--- src/rtl/conditioner_pkg.sv ---
// Shared types and constants for the input conditioning front end.
package conditioner_pkg;

    // Per-button debounce FSM states
    typedef enum logic [1:0] {
        IDLE         = 2'd0,
        PRESS_WAIT   = 2'd1,
        PRESSED      = 2'd2,
        RELEASE_WAIT = 2'd3
    } btn_state_t;

    // Debounce window: short for simulation, long for a real board clock
    localparam int DEBOUNCE_COUNT_TB   = 32'sd4;
    localparam int DEBOUNCE_COUNT_FPGA = 32'sd500000;

    // Larger of two integers, used for counter sizing
    function automatic int max_int(input int a, input int b);
        return (a > b) ? a : b;
    endfunction

    // Counter width able to hold the longer of the two windows without wrapping
    function automatic int cnt_width(input int deb, input int lng);
        return $clog2(max_int(deb, lng) + 32'sd1);
    endfunction

endpackage

--- src/rtl/debounce_channel.sv ---
// Single-button conditioner: synchroniser, debounce FSM and press pulse.
// Optional long-press detection is built when LONG_PRESS_EN is defined.
module debounce_channel
    import conditioner_pkg::*;
#(
    parameter int SYNC_STAGES    = 2,
    parameter int DEBOUNCE_COUNT = DEBOUNCE_COUNT_TB,
    parameter int LONG_COUNT     = 16,
    parameter int CNT_W          = cnt_width(DEBOUNCE_COUNT, LONG_COUNT)
) (
    input  logic clk,
    input  logic rst,
    input  logic raw,
    output logic pulse,
    output logic level
`ifdef LONG_PRESS_EN
    ,
    output logic long_pulse
`endif
);

    localparam logic [CNT_W-1:0] DEB_LAST = CNT_W'(DEBOUNCE_COUNT - 1);
    localparam logic [CNT_W-1:0] CNT_MAX  = {CNT_W{1'b1}};
`ifdef LONG_PRESS_EN
    localparam logic [CNT_W-1:0] LONG_LAST = CNT_W'(LONG_COUNT - 1);
`endif

    logic [SYNC_STAGES-1:0] sync_r;
    logic                   in_s;      // synchronised raw level, 0 = pressed
    btn_state_t             state_r, state_s;
    logic [CNT_W-1:0]       cnt_r, cnt_s;
    logic                   pulse_s, pulse_r, level_r;
`ifdef LONG_PRESS_EN
    logic                   long_s, long_r, done_s, done_r;
`endif

    // Counter step that sticks at all-ones instead of wrapping
    function automatic logic [CNT_W-1:0] sat_inc(input logic [CNT_W-1:0] v);
        return (v == CNT_MAX) ? v : v + CNT_W'(1);
    endfunction

    assign in_s = sync_r[SYNC_STAGES-1];

    // Synchroniser chain; resets to released so a held button still debounces after reset
    always_ff @(posedge clk) begin
        if (!rst) begin
            sync_r <= {SYNC_STAGES{1'b1}};
        end else begin
            sync_r <= {sync_r[SYNC_STAGES-2:0], raw};
        end
    end

    // Next-state, counter and pulse decode
    always_comb begin
        state_s = state_r;
        cnt_s   = cnt_r;
        pulse_s = 1'b0;
`ifdef LONG_PRESS_EN
        long_s  = 1'b0;
        done_s  = done_r;
`endif
        case (state_r)
            IDLE: begin
                cnt_s = '0;
`ifdef LONG_PRESS_EN
                done_s = 1'b0;
`endif
                if (!in_s) begin
                    state_s = PRESS_WAIT;
                end else begin
                    state_s = IDLE;
                end
            end
            PRESS_WAIT: begin
                if (in_s) begin
                    state_s = IDLE;
                    cnt_s   = '0;
                end else if (cnt_r == DEB_LAST) begin
                    state_s = PRESSED;
                    cnt_s   = '0;
                    pulse_s = 1'b1;
                end else begin
                    cnt_s = sat_inc(cnt_r);
                end
            end
            PRESSED: begin
                if (in_s) begin
                    state_s = RELEASE_WAIT;
                    cnt_s   = '0;
                end else begin
`ifdef LONG_PRESS_EN
                    // Counter measures hold time; the done flag blocks repeats until IDLE
                    cnt_s = sat_inc(cnt_r);
                    if ((cnt_r == LONG_LAST) && !done_r) begin
                        long_s = 1'b1;
                        done_s = 1'b1;
                    end else begin
                        long_s = 1'b0;
                    end
`else
                    cnt_s = '0;
`endif
                end
            end
            RELEASE_WAIT: begin
                if (!in_s) begin
                    state_s = PRESSED;
`ifdef LONG_PRESS_EN
                    // The sample that cancels the release is itself a held cycle
                    cnt_s = CNT_W'(1);
`else
                    cnt_s = '0;
`endif
                end else if (cnt_r == DEB_LAST) begin
                    state_s = IDLE;
                    cnt_s   = '0;
                end else begin
                    cnt_s = sat_inc(cnt_r);
                end
            end
            default: begin
                state_s = IDLE;
                cnt_s   = '0;
            end
        endcase
    end

    // State, counter and registered outputs
    always_ff @(posedge clk) begin
        if (!rst) begin
            state_r <= IDLE;
            cnt_r   <= '0;
            pulse_r <= 1'b0;
            level_r <= 1'b0;
`ifdef LONG_PRESS_EN
            long_r  <= 1'b0;
            done_r  <= 1'b0;
`endif
        end else begin
            state_r <= state_s;
            cnt_r   <= cnt_s;
            pulse_r <= pulse_s;
            level_r <= (state_s == PRESSED) || (state_s == RELEASE_WAIT);
`ifdef LONG_PRESS_EN
            long_r  <= long_s;
            done_r  <= done_s;
`endif
        end
    end

    assign pulse = pulse_r;
    assign level = level_r;
`ifdef LONG_PRESS_EN
    assign long_pulse = long_r;
`endif

endmodule

--- src/rtl/input_conditioner.sv ---
// Board input conditioner: debounced button pulses/levels and a filtered switch bank.
// Define LONG_PRESS_EN to add the button_long output and long-press detection.
module input_conditioner
    import conditioner_pkg::*;
#(
    parameter int NUM_BUTTONS    = 3,
    parameter int SWITCH_LEN     = 15,
    parameter int SYNC_STAGES    = 2,
    parameter int DEBOUNCE_COUNT = DEBOUNCE_COUNT_TB,
    parameter int LONG_COUNT     = 16
) (
    input  logic                   clk,
    input  logic                   rst,
    input  logic [NUM_BUTTONS-1:0] button_raw,
    input  logic [SWITCH_LEN-1:0]  switch_raw,
    output logic [NUM_BUTTONS-1:0] button_pulse,
    output logic [NUM_BUTTONS-1:0] button_level,
    output logic [SWITCH_LEN-1:0]  switch_out,
    output logic                   switch_changed
`ifdef LONG_PRESS_EN
    ,
    output logic [NUM_BUTTONS-1:0] button_long
`endif
);

    localparam int               CNT_W   = cnt_width(DEBOUNCE_COUNT, LONG_COUNT);
    localparam logic [CNT_W-1:0] SW_LAST = CNT_W'(DEBOUNCE_COUNT - 1);

    logic [SWITCH_LEN-1:0] sw_sync_r [SYNC_STAGES];
    logic [SWITCH_LEN-1:0] sw_in_s;
    logic [SWITCH_LEN-1:0] shadow_r;
    logic [SWITCH_LEN-1:0] switch_out_r;
    logic [CNT_W-1:0]      sw_cnt_r;
    logic                  changed_r;

    for (genvar g = 0; g < NUM_BUTTONS; g++) begin : gen_chan
        debounce_channel #(
            .SYNC_STAGES    (SYNC_STAGES),
            .DEBOUNCE_COUNT (DEBOUNCE_COUNT),
            .LONG_COUNT     (LONG_COUNT),
            .CNT_W          (CNT_W)
        ) u_chan (
            .clk        (clk),
            .rst        (rst),
            .raw        (button_raw[g]),
            .pulse      (button_pulse[g]),
            .level      (button_level[g])
`ifdef LONG_PRESS_EN
            ,
            .long_pulse (button_long[g])
`endif
        );
    end

    assign sw_in_s = sw_sync_r[SYNC_STAGES-1];

    // Switch synchroniser chains, cleared to 0 on reset
    always_ff @(posedge clk) begin
        if (!rst) begin
            for (int i = 0; i < SYNC_STAGES; i++) begin
                sw_sync_r[i] <= '0;
            end
        end else begin
            sw_sync_r[0] <= switch_raw;
            for (int i = 1; i < SYNC_STAGES; i++) begin
                sw_sync_r[i] <= sw_sync_r[i-1];
            end
        end
    end

    // Stability filter: any change restarts the window; a stable new value is published once
    always_ff @(posedge clk) begin
        if (!rst) begin
            shadow_r     <= '0;
            sw_cnt_r     <= '0;
            switch_out_r <= '0;
            changed_r    <= 1'b0;
        end else if (sw_in_s != shadow_r) begin
            shadow_r  <= sw_in_s;
            sw_cnt_r  <= '0;
            changed_r <= 1'b0;
        end else if (sw_cnt_r == SW_LAST) begin
            if (shadow_r != switch_out_r) begin
                switch_out_r <= shadow_r;
                changed_r    <= 1'b1;
            end else begin
                changed_r    <= 1'b0;
            end
        end else begin
            sw_cnt_r  <= sw_cnt_r + CNT_W'(1);
            changed_r <= 1'b0;
        end
    end

    assign switch_out     = switch_out_r;
    assign switch_changed = changed_r;

endmodule

--- config.mk ---
export PLATFORM = sky130hd
export DESIGN_NAME = input_conditioner
export DESIGN_NICKNAME = d
export VERILOG_FILES = /design/src/rtl/conditioner_pkg.sv /design/src/rtl/debounce_channel.sv /design/src/rtl/input_conditioner.sv
export SDC_FILE = /design/constraint.sdc
export NUM_CORES = 1
export LEC_CHECK = 0
export CAP_MARGIN = 20
export CORE_UTILIZATION = 45
export CTS_BUF_LIST = sky130_fd_sc_hd__clkbuf_2
export DETAILED_ROUTE_END_ITERATION = 10
export PLACE_DENSITY = 0.72
export SLEW_MARGIN = 40
export SYNTH_ARGS = -nofsm -noshare
export SYNTH_HDL_FRONTEND = slang
export SYNTH_HIERARCHICAL = 1
export SYNTH_SLANG_ARGS = --single-unit
--- constraint.sdc ---
create_clock -name clk -period 5.4 [get_ports clk]
set_input_delay 0.54 -clock clk [delete_from_list [all_inputs] [get_ports clk]]
set_output_delay 0.54 -clock clk [all_outputs]
set_load 0.005 [all_outputs]
==> results_dict.tcl <==
set metrics [dict create \
    clk_pin_slew_worst_paths_ns 0.24 \
    cts-htree-levels 3 \
    grt_util_met1_pct 19.0 \
    arrival_ns 2.69 \
    fin_crit_sh_pct 40.9 \
    final_area_um2 4290 \
    grt-ovfl-total 0 \
    vias_per_cell 4.84 \
    min_path_cells 1 \
    grt_util_all_layers_pct 15.3 \
    antenna_cells 0 \
    drt_iter0_drc 53 \
    initial_core_util_pct 47.2 \
    max_slew_margin_pct 48.5 \
    worst_pin_slew_ns 0.772 \
    critical-path-top-delay-family "simple AND/OR/NAND/NOR gates" \
    clockRootBuffer "clkbuf_2" \
    path_cells "ha_1 > or4b_1 > nor3_4 > buf_6 > mux2i_1" \
    max_freq_ghz 0.453 \
    ctsHoldBuffers 0 \
    drt_pass1_iterations 4 \
    cts_buffers 9 \
    dpl.hpwl_um 3950 \
    grtUsageMet3_pct 5.42 \
    antenna_left 0 \
    ioPinCount 42 \
    required_ns 5.88 \
    fp-row-count 32 \
    finalHoldViolCount 0 \
    met2_usage_pct 25.0 \
    tritoncts "built" \
    area_delta_synth_final_pct 15.6 \
    synth_enable_flop_cells 0 \
    critPathKind "reg -> reg" \
    critPathMaxFanout 8 \
    dieWidth_um 92.8 \
    seq_area_um2 1920 \
    crit_buf_inv 1 \
    wl_per_cell_um 11.5 \
    synth-seq-cells 96 \
    antenna_found_initial 0 \
    layout-drive-gt1-share_pct 9.11 \
    multi_input_area_um2 1680 \
    critPathMaxStageDelay_ns 0.59 \
    grt_max_degree 95 \
    wl_um 5730 \
    p_leak_nw 1.62 \
    coreArea_um2 7850 \
    min_to "gen_chan[0].u_chan/sync_r[1]" \
    rr_startpoint "sw_cnt_r[0]" \
    setup_violations 0 \
    gp_congestion 0.799 \
    powerDensity_nw_per_um2 265 \
    fin_tns_setup_ns 0 \
    reg2regPathDepth 5 \
    holdCritStartpoint "gen_chan[0].u_chan/sync_r[0]" \
    synth_ff_type "dfxtp_1" \
    cts_setup_buffers 0 \
    cp-end-kind "register" \
    rsz0062_at_grt "false" \
    worstSkewPairLatency_ns 0.53 \
    cp_slowest_cell "or4b_1" \
    peakVddDrop_uv 168 \
    syn-num-nets 373 \
    maxCapViolations 0 \
    cts_resized 0 \
    grt_pass1_wl_um 10400 \
    nFillCells 715 \
    portBuffers 41 \
    grt-busiest-layer "met2" \
    rrSetupSlack_ns 3.19 \
    final_nets 414 \
    num_vias 2405 \
    finClkSkew_ns 0.0212 \
    drcViolationCount 0 \
    die_y_um 92.8 \
    maxSlewViolCount 0 \
    ys_seq_area_share_pct 51.9 \
    grt_pass1_vias 2344 \
    clkSinkCount 96 \
    reg2reg_to "switch_out[2]" \
    place_inst 481 \
    critPathLaunchType "register" \
    avgSynthCellArea_um2 10.6 \
    period_needed_ns 2.21 \
    syn_inst 349 \
    synth_cell_types 33 \
    clk_path_buf_depth 2 \
    power.total_mw 1.13 \
    synthArstFlopShare_pct 0 \
    yosys_warnings 6 \
    outcome "completed" \
    hold_path.class "reg -> reg" \
    final_cells 497 \
    syn_area_um2 3710 \
    die-area_um2 8600 \
    place_area_um2 4170 \
]
[kinds of logic after synthesis]
group	share of synthesized area [%]
xor gates and xnor gates	8.74
muxes	7.39
DFF	51.9
and+or+nand+nor	23.1
AOI/OAI and AO/OA	4.79
adders and majority gates	1.35
buffers and inverters	2.80
[cell type report]
cell class / instances / area share, %
Clock buffer: 10 / 1.17
Clock inverter: 6 / 1.55
Inverter: 4 / 0.350
Multi-Input combinational cell: 236 / 39.2
Sequential cell: 96 / 44.8
Tap cell: 102 / 2.98
Timing Repair Buffer: 43 / 9.90
[placed cells by master, fill, tap and decap left out, types with 7 or more instances in the layout]
master	instances
a21oi_1	10
xor2_1	17
mux2i_1	24
nand4_1	7
clkbuf_2	10
clkdlybuf4s50_1	40
dfxtp_1	96
nand2b_1	9
nand2_1	38
xnor2_1	20
nand3_1	9
and2_1	45
[cells in the mapped netlist (all sizes together) (4+ instances only)]
cell	number	share of area [%]
xnor2	20	4.7
and2	45	7.6
xor2	17	4.0
nand3	9	1.2
inv	4	0.41
nand2	41	4.4
nand4	7	1.2
and3	6	1.0
buf	5	1.6
a31oi	6	1.0
clkbuf	8	0.81
nor4b	4	2.2
nor4	5	1.0
nor3	10	2.1
dfxtp	96	52
a21oi	10	1.4
nor2	5	0.51
ha	4	1.4
mux2i	24	6.5
nand2b	9	1.5
[flip-flops by register name, summed over array words and instances, names as in the netlist]
| signal | flops |
|---|---|
| gen_chan.u_chan/cnt_r | 15 |
| gen_chan.u_chan/pulse | 3 |
| switch_changed | 1 |
| switch_out | 15 |
| sw_cnt_r | 5 |
| sw_sync_r | 30 |
| gen_chan.u_chan/state_r | 3 |
| gen_chan.u_chan/sync_r | 6 |
| gen_chan.u_chan/level | 3 |
| shadow_r | 15 |
[per-stage QoR]
| stage | setup slack [ns] | hold WS [ns] | util (%) |
|---|---|---|---|
| after floorplan | 3.49 | 0.386 | - |
| after global placement | 3.15 | 0.391 | 53.0 |
| after detailed placement | 3.22 | 0.399 | 53.1 |
| after CTS | 3.17 | 0.451 | 54.6 |
| after global routing | 3.02 | 0.465 | 54.6 |
| final | 3.19 | 0.441 | 54.6 |
[report_power, final]
part / internal (mW) / switching [mW] / leakage (nW)
Combinational: 0.0295 / 0.0225 / 0.759
Clock: 0.113 / 0.234 / 0.0771
Sequential: 0.727 / 0.00825 / 0.783
[worst max path at each step]
| stage | depth (start not counted) | start | end | slack, ns |
|---|---|---|---|---|
| finish | 5 | sw_cnt_r[0] | switch_out[2] | 3.19 |
| global route | 5 | sw_cnt_r[0] | switch_out[6] | 3.02 |
| CTS | 5 | sw_cnt_r[0] | switch_out[6] | 3.17 |
| detailed placement | 5 | sw_cnt_r[0] | switch_out[2] | 3.22 |
| global placement | 4 | sw_cnt_r[0] | switch_out[11] | 3.15 |
| floorplan | 6 | sw_cnt_r[0] | switch_out[0] | 3.49 |
[per-layer routing]
metal / routed length [um] / up-vias
li1: - / 1263
met2: 2690 / 42
met5: 0 / -
met1: 2740 / 1091
met4: 54 / 0
met3: 246 / 9
Note: power is estimated with default switching activity, not from simulation.
